$ cat config.mk
export PLATFORM = sky130hd
export DESIGN_NAME = platform_bank_flat
export DESIGN_NICKNAME = d
export VERILOG_FILES = /design/src/rtl/platform_bank_if.sv /design/src/rtl/platform_bank.sv /design/src/flat_wrapper.sv
export SDC_FILE = /design/constraint.sdc
export NUM_CORES = 1
export LEC_CHECK = 0
export CAP_MARGIN = 20
export CELL_PAD_IN_SITES_DETAIL_PLACEMENT = 1
export CELL_PAD_IN_SITES_GLOBAL_PLACEMENT = 1
export CORE_UTILIZATION = 46
export DETAILED_ROUTE_END_ITERATION = 8
export MAX_ROUTING_LAYER = met4
export PLACE_DENSITY_LB_ADDON = 0.05
export SLEW_MARGIN = 20
export SYNTH_ARGS = -nofsm -noshare
export SYNTH_HDL_FRONTEND = slang
export SYNTH_HIERARCHICAL = 1
export SYNTH_SLANG_ARGS = --single-unit
$ cat constraint.sdc
create_clock -name Clk -period 5.9 [get_ports Clk]
set_input_delay 1.77 -clock Clk [delete_from_list [all_inputs] [get_ports Clk]]
set_output_delay 1.77 -clock Clk [all_outputs]
set_load 0.05 [all_outputs]
$ cat src/rtl/platform_bank_if.sv
// Bus bundle for platform_bank: frame/scroll controls, pixel probe, slot positions and walk status.
interface platform_bank_if #(
    parameter int NUM_PLAT = 15
);
    logic                    frame_clk;
    logic                    loadplat;
    logic                    refresh_en;
    logic [7:0]              displacement;
    logic [9:0]              DrawX;
    logic [9:0]              DrawY;
    logic [10*NUM_PLAT-1:0]  platX_flat;
    logic [10*NUM_PLAT-1:0]  platY_flat;
    logic                    plat_on;
    logic [4:0]              plat_idx;
    logic                    busy;
    logic                    done;
    logic                    overrun;

    modport master (
        output frame_clk, loadplat, refresh_en, displacement, DrawX, DrawY,
        input  platX_flat, platY_flat, plat_on, plat_idx, busy, done, overrun
    );

    modport slave (
        input  frame_clk, loadplat, refresh_en, displacement, DrawX, DrawY,
        output platX_flat, platY_flat, plat_on, plat_idx, busy, done, overrun
    );
endinterface

$ cat src/rtl/platform_bank.sv
// Scrolling platform bank: per-frame walk moves one slot per cycle downward with wrap/respawn.
// Optional PLATFORM_BANK_RANDOM_EN: respawned slots take an LFSR-derived X instead of keeping theirs.
module platform_slot #(
    parameter int         SCREEN_H = 480,
    parameter int         PLAT_W   = 64,
    parameter int         PLAT_H   = 8,
    parameter logic [9:0] LOAD_X   = '0,
    parameter logic [9:0] LOAD_Y   = '0
) (
    input  logic       clk,
    input  logic       reset,
    input  logic       load,
    input  logic       upd,
    input  logic [7:0] displacement,
    input  logic [9:0] spawn_x,
    input  logic [9:0] draw_x,
    input  logic [9:0] draw_y,
    output logic [9:0] x,
    output logic [9:0] y,
    output logic       hit
);
    logic [10:0] y_sum;
    logic        wrap;

    assign y_sum = {1'b0, y} + {3'b0, displacement};
    assign wrap  = (y_sum >= 11'(SCREEN_H));

    always_ff @(posedge clk) begin
        if (reset) begin
            x <= '0;
            y <= '0;
        end else if (load) begin
            x <= LOAD_X;
            y <= LOAD_Y;
        end else if (upd) begin
            if (wrap) begin
                y <= 10'(y_sum - 11'(SCREEN_H));
                x <= spawn_x;
            end else begin
                y <= y_sum[9:0];
            end
        end
    end

    // 11-bit compares so X+PLAT_W near the top of the 10-bit range cannot wrap
    assign hit = ({1'b0, draw_x} >= {1'b0, x}) && ({1'b0, draw_x} < ({1'b0, x} + 11'(PLAT_W))) &&
                 ({1'b0, draw_y} >= {1'b0, y}) && ({1'b0, draw_y} < ({1'b0, y} + 11'(PLAT_H)));
endmodule

module platform_bank #(
    parameter int NUM_PLAT = 15,
    parameter int SCREEN_W = 640,
    parameter int SCREEN_H = 480,
    parameter int PLAT_W   = 64,
    parameter int PLAT_H   = 8
) (
    input logic           Clk,
    input logic           Reset,
    platform_bank_if.slave bus
);
    localparam int         SPAN = SCREEN_W - PLAT_W;
    localparam logic [4:0] LAST = 5'(NUM_PLAT - 1);

    typedef enum logic {IDLE, WALK} state_t;

    state_t                      state, state_nxt;
    logic [4:0]                  idx, idx_nxt;
    logic                        done_q, done_nxt;
    logic                        frame_q, fedge, walking;
    logic                        overrun_q;
    logic [NUM_PLAT-1:0]         upd, hit;
    logic [NUM_PLAT-1:0][9:0]    x, y;
    logic                        hit_any, on_q;
    logic [4:0]                  hit_idx, idx_q;

    assign fedge   = bus.frame_clk & ~frame_q;
    assign walking = (state == WALK);

    always_comb begin
        state_nxt = state;
        idx_nxt   = idx;
        done_nxt  = 1'b0;
        case (state)
            IDLE: if (fedge && bus.refresh_en) begin
                state_nxt = WALK;
                idx_nxt   = '0;
            end
            WALK: begin
                idx_nxt = idx + 5'd1;
                if (idx == LAST) begin
                    state_nxt = IDLE;
                    idx_nxt   = '0;
                    done_nxt  = 1'b1;
                end
            end
            default: state_nxt = IDLE;
        endcase
        // a load aborts the walk silently and swallows any same-cycle frame edge
        if (bus.loadplat) begin
            state_nxt = IDLE;
            idx_nxt   = '0;
            done_nxt  = 1'b0;
        end
    end

    always_ff @(posedge Clk) begin
        if (Reset) begin
            state     <= IDLE;
            idx       <= '0;
            done_q    <= 1'b0;
            frame_q   <= 1'b0;
            overrun_q <= 1'b0;
        end else begin
            state     <= state_nxt;
            idx       <= idx_nxt;
            done_q    <= done_nxt;
            frame_q   <= bus.frame_clk;
            overrun_q <= overrun_q | (fedge & walking & ~bus.loadplat);
        end
    end

`ifdef PLATFORM_BANK_RANDOM_EN
    logic [15:0] lfsr;
    logic [9:0]  rnd_x;

    always_ff @(posedge Clk) begin
        if (Reset) lfsr <= 16'hACE1;
        else       lfsr <= {lfsr[14:0], lfsr[15] ^ lfsr[13] ^ lfsr[12] ^ lfsr[10]};
    end

    assign rnd_x = (lfsr[9:0] < 10'(SPAN)) ? lfsr[9:0] : lfsr[9:0] - 10'(SPAN);
`endif

    for (genvar i = 0; i < NUM_PLAT; i++) begin : g_slot
        localparam logic [9:0] LX = 10'((i * 96) % SPAN);
        localparam logic [9:0] LY = 10'(i * (SCREEN_H / NUM_PLAT));
        logic [9:0] spawn;

`ifdef PLATFORM_BANK_RANDOM_EN
        assign spawn = rnd_x;
`else
        assign spawn = x[i];
`endif
        assign upd[i] = walking && (idx == 5'(i)) && !bus.loadplat;

        platform_slot #(
            .SCREEN_H(SCREEN_H), .PLAT_W(PLAT_W), .PLAT_H(PLAT_H),
            .LOAD_X(LX), .LOAD_Y(LY)
        ) u_slot (
            .clk(Clk), .reset(Reset), .load(bus.loadplat), .upd(upd[i]),
            .displacement(bus.displacement), .spawn_x(spawn),
            .draw_x(bus.DrawX), .draw_y(bus.DrawY),
            .x(x[i]), .y(y[i]), .hit(hit[i])
        );
    end

    always_comb begin
        hit_any = |hit;
        hit_idx = '0;
        for (int i = NUM_PLAT - 1; i >= 0; i--)
            if (hit[i]) hit_idx = 5'(i);
    end

    always_ff @(posedge Clk) begin
        if (Reset) begin
            on_q  <= 1'b0;
            idx_q <= '0;
        end else begin
            on_q  <= hit_any;
            idx_q <= hit_idx;
        end
    end

    assign bus.platX_flat = x;
    assign bus.platY_flat = y;
    assign bus.plat_on    = on_q;
    assign bus.plat_idx   = idx_q;
    assign bus.busy       = walking;
    assign bus.done       = done_q;
    assign bus.overrun    = overrun_q;
endmodule

$ cat src/flat_wrapper.sv
// flat-port wrapper written by rule: the top's interface ports become plain ports
module platform_bank_flat 
#(
    parameter int NUM_PLAT = 15,
    parameter int SCREEN_W = 640,
    parameter int SCREEN_H = 480,
    parameter int PLAT_W   = 64,
    parameter int PLAT_H   = 8
)
  (Clk, Reset, bus_frame_clk, bus_loadplat, bus_refresh_en, bus_displacement, bus_DrawX, bus_DrawY, bus_platX_flat, bus_platY_flat, bus_plat_on, bus_plat_idx, bus_busy, bus_done, bus_overrun);
  platform_bank_if #(.NUM_PLAT(NUM_PLAT)) bus_i ();
  input logic Clk;
  input logic Reset;
  input wire logic [$bits(bus_i.frame_clk)-1:0] bus_frame_clk;
  input wire logic [$bits(bus_i.loadplat)-1:0] bus_loadplat;
  input wire logic [$bits(bus_i.refresh_en)-1:0] bus_refresh_en;
  input wire logic [$bits(bus_i.displacement)-1:0] bus_displacement;
  input wire logic [$bits(bus_i.DrawX)-1:0] bus_DrawX;
  input wire logic [$bits(bus_i.DrawY)-1:0] bus_DrawY;
  output wire logic [$bits(bus_i.platX_flat)-1:0] bus_platX_flat;
  output wire logic [$bits(bus_i.platY_flat)-1:0] bus_platY_flat;
  output wire logic [$bits(bus_i.plat_on)-1:0] bus_plat_on;
  output wire logic [$bits(bus_i.plat_idx)-1:0] bus_plat_idx;
  output wire logic [$bits(bus_i.busy)-1:0] bus_busy;
  output wire logic [$bits(bus_i.done)-1:0] bus_done;
  output wire logic [$bits(bus_i.overrun)-1:0] bus_overrun;
  assign bus_i.frame_clk = bus_frame_clk;
  assign bus_i.loadplat = bus_loadplat;
  assign bus_i.refresh_en = bus_refresh_en;
  assign bus_i.displacement = bus_displacement;
  assign bus_i.DrawX = bus_DrawX;
  assign bus_i.DrawY = bus_DrawY;
  assign bus_platX_flat = bus_i.platX_flat;
  assign bus_platY_flat = bus_i.platY_flat;
  assign bus_plat_on = bus_i.plat_on;
  assign bus_plat_idx = bus_i.plat_idx;
  assign bus_busy = bus_i.busy;
  assign bus_done = bus_i.done;
  assign bus_overrun = bus_i.overrun;
  platform_bank #(.NUM_PLAT(NUM_PLAT), .SCREEN_W(SCREEN_W), .SCREEN_H(SCREEN_H), .PLAT_W(PLAT_W), .PLAT_H(PLAT_H)) u_core (.Clk(Clk), .Reset(Reset), .bus(bus_i));
endmodule
Yosys cells after proc, flatten, opt, wreduce, memory -nomap -nowiden
Index checks and enable logic that the tools add are counted.
- bits in registers: 167
- bits of input ports: 33
- output and inout port bits: 309
- logic and storage cells: 327
- add/subtract/negate cells: 51
- $lt $le $gt $ge: 57
- equality and inequality tests: 15
- multiplexer cells: 64
- bitwise logic cells: 7
- reductions and logical operators: 91
- operators by type and width (kind ; number):
    10-bit by 4-bit adder with 11-bit output, second input constant ; 15
    10-bit by 8-bit adder with 11-bit output ; 15
    11-bit by 9-bit greater-or-equal comparator with 1-bit output, second input constant ; 15
    10-bit by 11-bit less-than comparator with 1-bit output ; 15
    10-bit greater-or-equal comparator ; 15
    10-bit two-way mux ; 15
    10-bit by 9-bit subtractor with 10-bit output, second input constant ; 15
    9-bit two-way mux ; 14
    1-bit logical AND ; 67
    8-bit two-way mux ; 8
    5-bit by 4-bit == test with 1-bit output, second input constant ; 7
    9-bit by 7-bit adder with 10-bit output, second input constant ; 3
    10-bit by 9-bit greater-or-equal comparator with 1-bit output ; 3
    10-bit less-than comparator ; 3
    15-bit OR reduction ; 2
    4-bit two-way mux ; 7
    7-bit two-way mux ; 4
    2-bit nonzero test ; 14
    5-bit by 3-bit == test with 1-bit output, second input constant ; 4
    3-bit two-way mux ; 4
    6-bit two-way mux ; 2
    5-bit by 2-bit == test with 1-bit output, second input constant ; 2
    10-bit by 1-bit greater-or-equal comparator with 1-bit output, second input constant ; 1
    10-bit by 7-bit greater-or-equal comparator with 1-bit output ; 1
    23 further kinds ; 34

Depth between registers and ports, before layout
Gate-level depths: netlist (run 1).
- depth in word-level cells: 19
- gate-level depth with buffers: 16
- gate-level depth less buffers: 15

Hierarchy
Netlist (run 1), hierarchy kept.
- by module, submodules not included (module ; instances ; cells each ; area an instance (sq um) ; seq. area each (sq um)):
    platform_slot at u_core.g_slot[0].u_slot ; 1 ; 275 ; 2403.6 ; 400.4
    platform_slot at u_core.g_slot[9].u_slot ; 1 ; 280 ; 2306.0 ; 400.4
    platform_slot at u_core.g_slot[10].u_slot ; 1 ; 274 ; 2283.4 ; 400.4
    platform_slot at u_core.g_slot[1].u_slot ; 1 ; 279 ; 2280.9 ; 400.4
    platform_slot at u_core.g_slot[7].u_slot ; 1 ; 261 ; 2274.7 ; 400.4
    platform_slot at u_core.g_slot[11].u_slot ; 1 ; 274 ; 2273.4 ; 400.4
    platform_slot at u_core.g_slot[14].u_slot ; 1 ; 265 ; 2264.7 ; 400.4
    platform_slot at u_core.g_slot[2].u_slot ; 1 ; 265 ; 2242.2 ; 400.4
    platform_slot at u_core.g_slot[8].u_slot ; 1 ; 264 ; 2237.1 ; 400.4
    platform_slot at u_core.g_slot[12].u_slot ; 1 ; 270 ; 2233.4 ; 400.4
    platform_slot at u_core.g_slot[5].u_slot ; 1 ; 261 ; 2168.3 ; 400.4
    platform_slot at u_core.g_slot[13].u_slot ; 1 ; 258 ; 2164.6 ; 400.4
    platform_slot at u_core.g_slot[4].u_slot ; 1 ; 260 ; 2163.3 ; 400.4
    platform_slot at u_core.g_slot[3].u_slot ; 1 ; 254 ; 2157.1 ; 400.4
    +2 rows ; - ; - ; - ; -

Worst setup path after synthesis (run 1)
No wires, ideal clock.
- kind: input-to-reg
- start: in bus_displacement[0]
- end: reg u_core.g_slot[5].u_slot.y[8]
- library setup time: 123 ps
- data arrival time: 4620 ps
- data required time: 5777 ps
- slack: 1157 ps
- stages: 15
- buffers on the path: 0
- path through: ha_1 > fa_1 > a21oi_1 > o21ai_0 > a21oi_1 > xnor2_1 > ha_1 > inv_1 > a2111oi_4 > o32ai_2 > nor3_4 > a31o_1 > nand3_1 > a21oi_1 > mux2_1
- longest elaborated chain between the ends: 3
- elaborated cells between the ends (all ways): 4
- those cells by class: add/sub: 2; order compare: 1; mux: 1
- ends and longest elaborated chain (item ; line ; source):
    start, declared ; flat_wrapper.sv:17 ; input wire logic [$bits(bus_i.displacement)-1:0] bus_displacement;
    10-bit by 8-bit adder with 11-bit output * ; platform_bank.sv:25 ; assign y_sum = {1'b0, y} + {3'b0, displacement};
    10-bit by 9-bit subtractor with 10-bit output / 11-bit by 9-bit greater-or-equal comparator with 1-bit output (equally long branches) ; platform_bank.sv:37, platform_bank.sv:26 ;
    10-bit two-way mux * ; platform_bank.sv:36 ; if (wrap) begin
    end signal, assigned ; platform_bank.sv:37 ; y <= 10'(y_sum - 11'(SCREEN_H));
    end signal, assigned ; platform_bank.sv:40 ; y <= y_sum[9:0];
    end, declared ; platform_bank.sv:19 ; output logic [9:0] y,
Mark *: on every way between the ends. The rest lies on a longest branch, timed or not.
A chain may end at the register's enable or synchronous reset.

Final worst setup path (run 1)
- start: in bus_displacement[0]
- end: reg u_core.g_slot[9].u_slot.y[5]
- longest elaborated chain between the ends: 5
- elaborated cells between the ends (all ways): 6
- those cells by class: add/sub: 2; order compare: 1; mux: 3
- ends and longest elaborated chain (item ; line ; source):
    10-bit by 8-bit adder with 11-bit output * ; platform_bank.sv:25 ;
    10-bit by 9-bit subtractor with 10-bit output / 11-bit by 9-bit greater-or-equal comparator with 1-bit output (equally long branches) ; platform_bank.sv:37, platform_bank.sv:26 ;
    10-bit two-way mux * ; platform_bank.sv:36 ;
    9-bit two-way mux * ; platform_bank.sv:35 ; end else if (upd) begin
    9-bit two-way mux * ; platform_bank.sv:32 ; end else if (load) begin
    end signal, assigned ; platform_bank.sv:37 ;
    end signal, assigned ; platform_bank.sv:40 ;
    end, declared ; platform_bank.sv:19 ;
Mark *: on every way between the ends. The rest lies on a longest branch, timed or not. The select of a mux whose other input is x is not followed.

==> results of run 1 <==
cell usage after synthesis, drive strengths merged (22+ instances only):
cell,n,share of area [%]
nor3,108,1.7
or3,24,0.52
xor2,39,1.1
buf,42,0.91
a211oi,101,2.7
nor2b,56,1.0
a21o,94,2.1
ha,634,23
nand4,29,0.57
o21a,53,1.2
dfxtp,314,18
mux2i,161,4.7
xnor2,153,4.0
o211ai,68,1.6
nor2,355,3.9
o21ai,220,3.3
inv,426,4.6
nand2,134,1.6
and3,46,0.85
a311oi,25,0.64
a31oi,50,1.0
o31ai,24,0.70
clkbuf,63,0.73
or2,33,0.60
a21oi,281,4.4
nand2b,49,0.89
a221oi,22,0.88
nand3,169,2.7
how the worst max path moves through the flow:
stage | slack (ns) | startpoint | cells past startpoint | endpoint
floorplan | 1.16 | bus_displacement[0] | 15 | u_core/g_slot[5].u_slot/y[8]
global placement | 0.40 | bus_displacement[0] | 13 | u_core/g_slot[9].u_slot/y[5]
detailed placement | 0.33 | bus_displacement[0] | 13 | u_core/g_slot[9].u_slot/y[5]
CTS | 0.93 | bus_displacement[0] | 13 | u_core/g_slot[9].u_slot/y[5]
global route | 0.63 | bus_displacement[0] | 16 | u_core/g_slot[5].u_slot/y[9]
finish | 0.86 | bus_displacement[0] | 13 | u_core/g_slot[9].u_slot/y[5]
metrics by stage:
step / instances / util, % / setup slack [ns] / total power (W)
2_1_floorplan: 4111 / - / 1.16 / 0.00329
3_3_place_gp: 5385 / 53.1 / 0.400 / 0.00381
3_5_place_dp: 5385 / 53.1 / 0.332 / 0.00386
4_1_cts: 5463 / 55.2 / 0.926 / 0.00682
5_1_grt: 5464 / 55.2 / 0.632 / 0.00708
6_report: 5464 / 55.2 / 0.858 / 0.00678
cell families after synthesis:
logic type | after synthesis | synth area share [%]
fa+ha+maj | 649 | 23.9
other cells | 1 | 0.0109
flops | 314 | 18.3
buf+inv | 537 | 6.36
simple gates | 1104 | 16.7
xor+xnor | 192 | 5.13
compound gates | 1142 | 24.5
mux | 172 | 5.07
placed cells by master (no fill, tap or decap), types with 47 or more instances in the layout:
master	n
sky130_fd_sc_hd__nand2_1	129
sky130_fd_sc_hd__inv_1	424
sky130_fd_sc_hd__nand2b_1	49
sky130_fd_sc_hd__a21oi_1	258
sky130_fd_sc_hd__o211ai_1	63
sky130_fd_sc_hd__buf_4	78
sky130_fd_sc_hd__a31oi_1	47
sky130_fd_sc_hd__a211oi_1	74
sky130_fd_sc_hd__o21ai_0	162
sky130_fd_sc_hd__o21ai_1	53
sky130_fd_sc_hd__ha_1	634
sky130_fd_sc_hd__clkdlybuf4s50_1	311
sky130_fd_sc_hd__nor2_1	351
sky130_fd_sc_hd__nor2b_1	56
sky130_fd_sc_hd__xnor2_1	147
sky130_fd_sc_hd__dfxtp_1	314
sky130_fd_sc_hd__a21o_1	88
sky130_fd_sc_hd__mux2i_1	161
sky130_fd_sc_hd__nand3_1	154
sky130_fd_sc_hd__o21a_1	52
sky130_fd_sc_hd__nor3_1	99
flip-flops by register name, summed over array words and instances (netlist names), 4 cells and up:
| register | count |
|---|---|
| u_core/bus.plat_idx | 4 |
| u_core/idx | 5 |
| u_core/g_slot.u_slot/y | 150 |
| u_core/g_slot.u_slot/x | 150 |
layout make-up:
cell class	count	area, sq um	area share (%)
diodes	1	2.50	0.00617
clock buffers	57	1240	3.06
clock inverters	21	310	0.765
inverters	432	1620	4.00
multi-input cells	3260	26000	64.0
flip-flops and latches	314	6290	15.5
well taps	959	1200	2.96
repair buffers	420	3910	9.65
routing by layer:
layer | vias to the layer above | wire length (microns) | global-route usage [%]
li1 | 15803 | - | -
met1 | 16012 | 57800 | 42.7
met2 | 750 | 58100 | 54.6
met3 | 226 | 5240 | 3.48
met4 | 0 | 4790 | 12.4
met5 | - | 0 | -
power groups by stage:
stage	sequential [W]	clock, W	combinational, W
6_report	0.00223	0.00294	0.00161
5_1_grt	0.00223	0.00308	0.00177
4_1_cts	0.00223	0.00299	0.00160
3_5_place_dp	0.00227	0	0.00158
3_3_place_gp	0.00227	0	0.00154
2_1_floorplan	0.00235	0	0.000936
worst register-to-register path, stage by stage, from the launching register on:
cell and delay (ns):
sky130_fd_sc_hd__dfxtp_1 0.34, sky130_fd_sc_hd__ha_1 0.26, sky130_fd_sc_hd__fa_1 0.41, sky130_fd_sc_hd__a21oi_1 0.27, sky130_fd_sc_hd__o21ai_0 0.14, sky130_fd_sc_hd__a21oi_1 0.20, sky130_fd_sc_hd__xnor2_1 0.18, sky130_fd_sc_hd__ha_1 0.23
sky130_fd_sc_hd__inv_1 0.07, sky130_fd_sc_hd__a2111oi_4 0.30, sky130_fd_sc_hd__o32ai_2 0.17, sky130_fd_sc_hd__nor3_4 0.33, sky130_fd_sc_hd__a41o_4 0.19, sky130_fd_sc_hd__nand2_4 0.14, sky130_fd_sc_hd__or3_1 0.43, sky130_fd_sc_hd__a31oi_1 0.13
==> metrics.cfg, run 1 <==
[clock_tree]
clock_h_tree_levels = 2
cts.repair.resized = 0
post_cts_hold_buffer_count = 0
cts_tree = built
clkSinkCount = 314
cts.repair_timing.setup_buffer_count = 0
clk_transition_reported_paths_ns = 0.06
cts_root_buffer = sky130_fd_sc_hd__clkbuf_16
clk_latency_ns = 0.59
cts_inserted_buffers = 43
ctsLongestPathBuffers = 3

[detailed_routing]
post-route-drc-count = 0
drt_pre_antenna_iters = 5
finalWirelength_mm = 126
drt.antenna.violating_nets = 0
route.detailed.vias_per_inst = 6.00
dr_total_vias = 32791
detail_route.wl_per_cell_microns = 23.0
dr.first_iter.drc_count = 1658

[worst_hold_path]
min-delay-path-class = flop to flop
timing.hold.worst_path_depth = 2
min-delay-start = u_core/g_slot[0].u_slot/x[3]
worstHoldEndpoint = u_core/g_slot[0].u_slot/x[3]

[die]
core_area_sq_mm = 0.0735
die-width_microns = 275
initial_core_util_pct = 46.8
design.portCount = 342
die_area_sq_mm = 0.0759
height_of_the_die_microns = 275
num_rows = 99

[sta]
maxSlewViolCount = 0
hold_violation_total_from_the_final_report = 0
max_clock_freq_ghz = 0.198
setup_violations_final = 0
period_minus_slack_ns = 5.04
tightest_slew_ns = 0.967
final.setup.tns_ns = 0
fin_skew_ns = 0.0186
unrepaired_setup_endpoints_after_global_routing = false
timing.max_slew.rel_slack_pct = 35.5
fin_crit_sh_pct = 85.5
fin_hold_ws_ns = 0.505

[synth]
postSynth.topFlopCell = sky130_fd_sc_hd__dfxtp_1
post_synth_num_cell_types = 145
cell_count_after_synthesis = 4111
register_bit_count_reported_by_yosys = 314
synth_edf_count = 0
syn-num-nets = 4793
synthesis.area_sq_mm = 0.0344
synth_warnings = 6
register_area_share_after_synthesis_pct = 18.3
asyncSetResetFlopFracSynth_pct = 0
syn_area_per_cell_sq_um = 8.37

[placed_design]
place_congestion = 0.943
detailedPlacementHpwl_mm = 96.3
post_dp_cell_area_sq_mm = 0.0390
io_buffer_count = 340

[global_routing]
grt_start_max_net_pins = 43
grt_first_pass_wirelength_mm = 193
grtUsageTotal_pct = 33.5
grt-ovfl-total = 0
grt_antenna_before_repair = 5
grt_pass1_vias = 32916

[setup_path]
arrival_ns = 5.52
worst-path-buf-inv = 2
start_kind = input port
end_kind = flop
cp_top_family = compound AO/OA/AOI/OAI gates
worst_r2r_path_depth = 15
rr_endpoint = u_core/g_slot[5].u_slot/y[9]
cp.required_ns = 6.38
r2r-start = u_core/g_slot[5].u_slot/y[0]
path_common_cell = sky130_fd_sc_hd__ha_1
reg2reg_slack_ns = 2.05
worstPathMaxFanout = 12
worst-setup-path-type = input port to flop
cpMaxStageDelayCell = sky130_fd_sc_hd__o31ai_2
cp_cell_sequence = buf_2, buf_4, ha_1, fa_1, a21o_1, a221oi_2, xnor2_1, ha_1, a21oi_4, a211oi_2, o31ai_2, nor3_1, a2111oi_2
critPathMaxStageDelay_ns = 0.69

[pwr]
internal_power_w = 0.00457
irDropWorstVdd_uv = 173
p_per_area_mw_per_mm2 = 167
clock_power_share_pct = 43.4
swShare_pct = 32.6
p_leak_nw = 16.5
comb_power_share_pct = 23.8
p_switching_w = 0.00221
sequentialPowerShare_pct = 32.8

[final_layout]
n_fill_cell = 8788
fin_area_sq_mm = 0.0405
finish.net_count = 5153
syn2layout_area_growth_pct = 17.8
drive_above_1_share_pct = 9.17

[status]
status = complete, no violations

[run]
max_cap_violations = 0

No activity file was read; power rests on OpenSTA's default activity.
==> run 2, diff against run 1 <==
--- a/config.mk
+++ b/config.mk
@@ -8,6 +8,7 @@
 export CAP_MARGIN = 20
 export CELL_PAD_IN_SITES_DETAIL_PLACEMENT = 1
 export CELL_PAD_IN_SITES_GLOBAL_PLACEMENT = 1
+export CORE_MARGIN = 8
 export CORE_UTILIZATION = 46
 export DETAILED_ROUTE_END_ITERATION = 8
 export MAX_ROUTING_LAYER = met4
==> metrics.cfg, run 2 (synthesis results as in run 1) <==
[setup_path]
cpMaxStageDelayCell = sky130_fd_sc_hd__or3_1  ; was sky130_fd_sc_hd__o31ai_2
reg2reg_slack_ns = 2.02  ; was 2.05 ns
worstPathMaxFanout = 15  ; was 12
critPathMaxStageDelay_ns = 0.42  ; was 0.69 ns
worst-setup-path-type = input port to flop  ; unchanged
cp_top_family = compound AO/OA/AOI/OAI gates  ; unchanged
worst-path-buf-inv = 2  ; unchanged
start_kind = input port  ; unchanged
arrival_ns = 5.59  ; was 5.52 ns
end_kind = flop  ; unchanged
cp.required_ns = 6.41  ; was 6.38 ns
cp_cell_sequence = buf_2, ha_1, fa_1, a21oi_1, o21ai_0, a21oi_1, xnor2_1, ha_1, inv_1, a2111oi_4, o32ai_2, nor3_4, a41o_4, nand2_4, or3_1, a31oi_1  ; was buf_2, buf_4, ha_1, fa_1, a21o_1, a221oi_2, xnor2_1, ha_1, a21oi_4, a211oi_2, o31ai_2, nor3_1, a2111oi_2

[final_layout]
drive_above_1_share_pct = 9.11  ; was 9.17%
finish.net_count = 5151  ; was 5153
multi_input_comb_area_sq_mm = 0.0260  ; unchanged
layout_commonest_cell = sky130_fd_sc_hd__ha_1  ; unchanged
biggestRegsByFlops = u_core/g_slot.u_slot/x x150, u_core/g_slot.u_slot/y x150, u_core/idx x5  ; unchanged
final_cell_mix = 634 x sky130_fd_sc_hd__ha_1, 424 x sky130_fd_sc_hd__inv_1, 351 x sky130_fd_sc_hd__nor2_1  ; unchanged
layout.area.seq_sq_mm = 0.00629  ; unchanged
syn2layout_area_growth_pct = 17.7  ; was 17.8%
n_fill_cell = 8900  ; was 8788

[sta]
maxSlewViolCount = 0  ; unchanged
period_minus_slack_ns = 5.08  ; was 5.04 ns
unrepaired_setup_endpoints_after_global_routing = false  ; unchanged
fin_skew_ns = 0.0240  ; was 0.0186 ns
fin_crit_sh_pct = 86.2  ; was 85.5%
final.setup.tns_ns = 0  ; unchanged
max_clock_freq_ghz = 0.197  ; was 0.198 GHz
setup_violations_final = 0  ; unchanged
timing.max_slew.rel_slack_pct = 18.3  ; was 35.5%
hold_violation_total_from_the_final_report = 0  ; unchanged
tightest_slew_ns = 1.21  ; was 0.967 ns

[pwr]
irDropWorstVdd_uv = 171  ; was 173 uV
report.power.total_w = 0.00669  ; was 0.00678 W
p_leak_nw = 16.4  ; was 16.5 nW
p_per_area_mw_per_mm2 = 165  ; was 167 mW/mm^2

[die]
die_area_sq_mm = 0.0838  ; was 0.0759 sq mm
height_of_the_die_microns = 289  ; was 275 microns
core_area_sq_mm = 0.0742  ; was 0.0735 sq mm
design.portCount = 342  ; unchanged
initial_core_util_pct = 46.4  ; was 46.8%
die-width_microns = 289  ; was 275 microns
num_rows = 100  ; was 99

[global_routing]
grtUsageTotal_pct = 30.7  ; was 33.5%
grt_first_pass_wirelength_mm = 197  ; was 193 mm
grt-ovfl-total = 0  ; unchanged
grt_pass1_vias = 33563  ; was 32916
grt_antenna_before_repair = 4  ; was 5
grt_start_max_net_pins = 51  ; was 43

[placed_design]
detailedPlacementHpwl_mm = 99.2  ; was 96.3 mm
io_buffer_count = 340  ; unchanged
place_congestion = 0.937  ; was 0.943

[clock_tree]
post_cts_hold_buffer_count = 0  ; unchanged
cts_root_buffer = sky130_fd_sc_hd__clkbuf_16  ; unchanged
cts.repair_timing.setup_buffer_count = 0  ; unchanged
clkSinkCount = 314  ; unchanged
cts_inserted_buffers = 42  ; was 43
clock_h_tree_levels = 2  ; unchanged
clk_latency_ns = 0.60  ; was 0.59 ns
cts_tree = built  ; unchanged
cts.repair.resized = 0  ; unchanged
clk_transition_reported_paths_ns = 0.05  ; was 0.06 ns
ctsLongestPathBuffers = 3  ; unchanged

[detailed_routing]
drt.antenna.violating_nets = 0  ; unchanged
detail_route.wl_per_cell_microns = 23.6  ; was 23.0 microns
drt_pre_antenna_iters = 5  ; unchanged
dr.first_iter.drc_count = 1624  ; was 1658
post-route-drc-count = 0  ; unchanged
finalWirelength_mm = 129  ; was 126 mm
route.detailed.vias_per_inst = 6.04  ; was 6.00
dr_total_vias = 33064  ; was 32791

[status]
status = complete, no violations  ; unchanged

[worst_hold_path]
min-delay-path-class = flop to flop  ; unchanged

[run]
max_cap_violations = 0  ; unchanged

[run 2: changes by cell type in the layout (fill, tap and decap cells not counted), sizes merged]
| cell | delta |
|---|---|
| buf | -1 |
| bufinv | -2 |
| clkbuf | +2 |
| clkinv | -2 |
| inv | +1 |
[run 2: metrics by stage]
stage	cell area [sq um]	cells	util [%]	worst slack, ns	hold slack [ns]
6_report	40500	5472	54.6	0.817	0.485
5_1_grt	40500	5471	54.6	0.686	0.507
4_1_cts	40500	5471	54.6	0.911	0.486
3_5_place_dp	39000	5394	52.5	0.301	0.470
3_3_place_gp	39000	5394	52.5	0.391	0.461
2_1_floorplan	34400	4111	-	1.16	0.506
[run 2: final timing paths]
path,start,endpoint,depth (start not counted)
max reg2reg,u_core/g_slot[5].u_slot/y[0],u_core/g_slot[5].u_slot/y[9],15
min,u_core/bus.overrun,u_core/bus.overrun,2
min reg2reg,u_core/bus.overrun,u_core/bus.overrun,2
max,bus_displacement[0],u_core/g_slot[5].u_slot/y[9],16
[run 2: final cells by class]
type	instances	area share (%)
Timing Repair Buffer	419	9.62
Antenna cell	1	0.00618
Clock inverter	18	0.624
Sequential cell	314	15.5
Clock buffer	59	3.11
Inverter	432	4.00
Multi-Input combinational cell	3260	64.1
Tap cell	969	2.99
[run 2: worst min-delay path, delay by kind of cell, from the launching register on]
kind | cells | cell delay (ns)
AND/OR/NAND/NOR | 1 | 0.07
flip-flops | 1 | 0.33
AO/OA/AOI/OAI | 1 | 0.05
[run 2: where the power goes]
| part | switching [W] | internal, W |
|---|---|---|
| logic | 0.00102 | 0.000588 |
| clock network | 0.00111 | 0.00175 |
| registers | 0.0000768 | 0.00215 |
| total | 0.00220 | 0.00449 |
[run 2: metal layers]
metal	share of wire (%)	vias to the layer above	track usage (%)
met5	0	-	-
met1	45	16300	38.5
met3	4.2	237	3.68
met4	4.1	0	11.4
li1	-	15776	-
met2	47	751	50.5
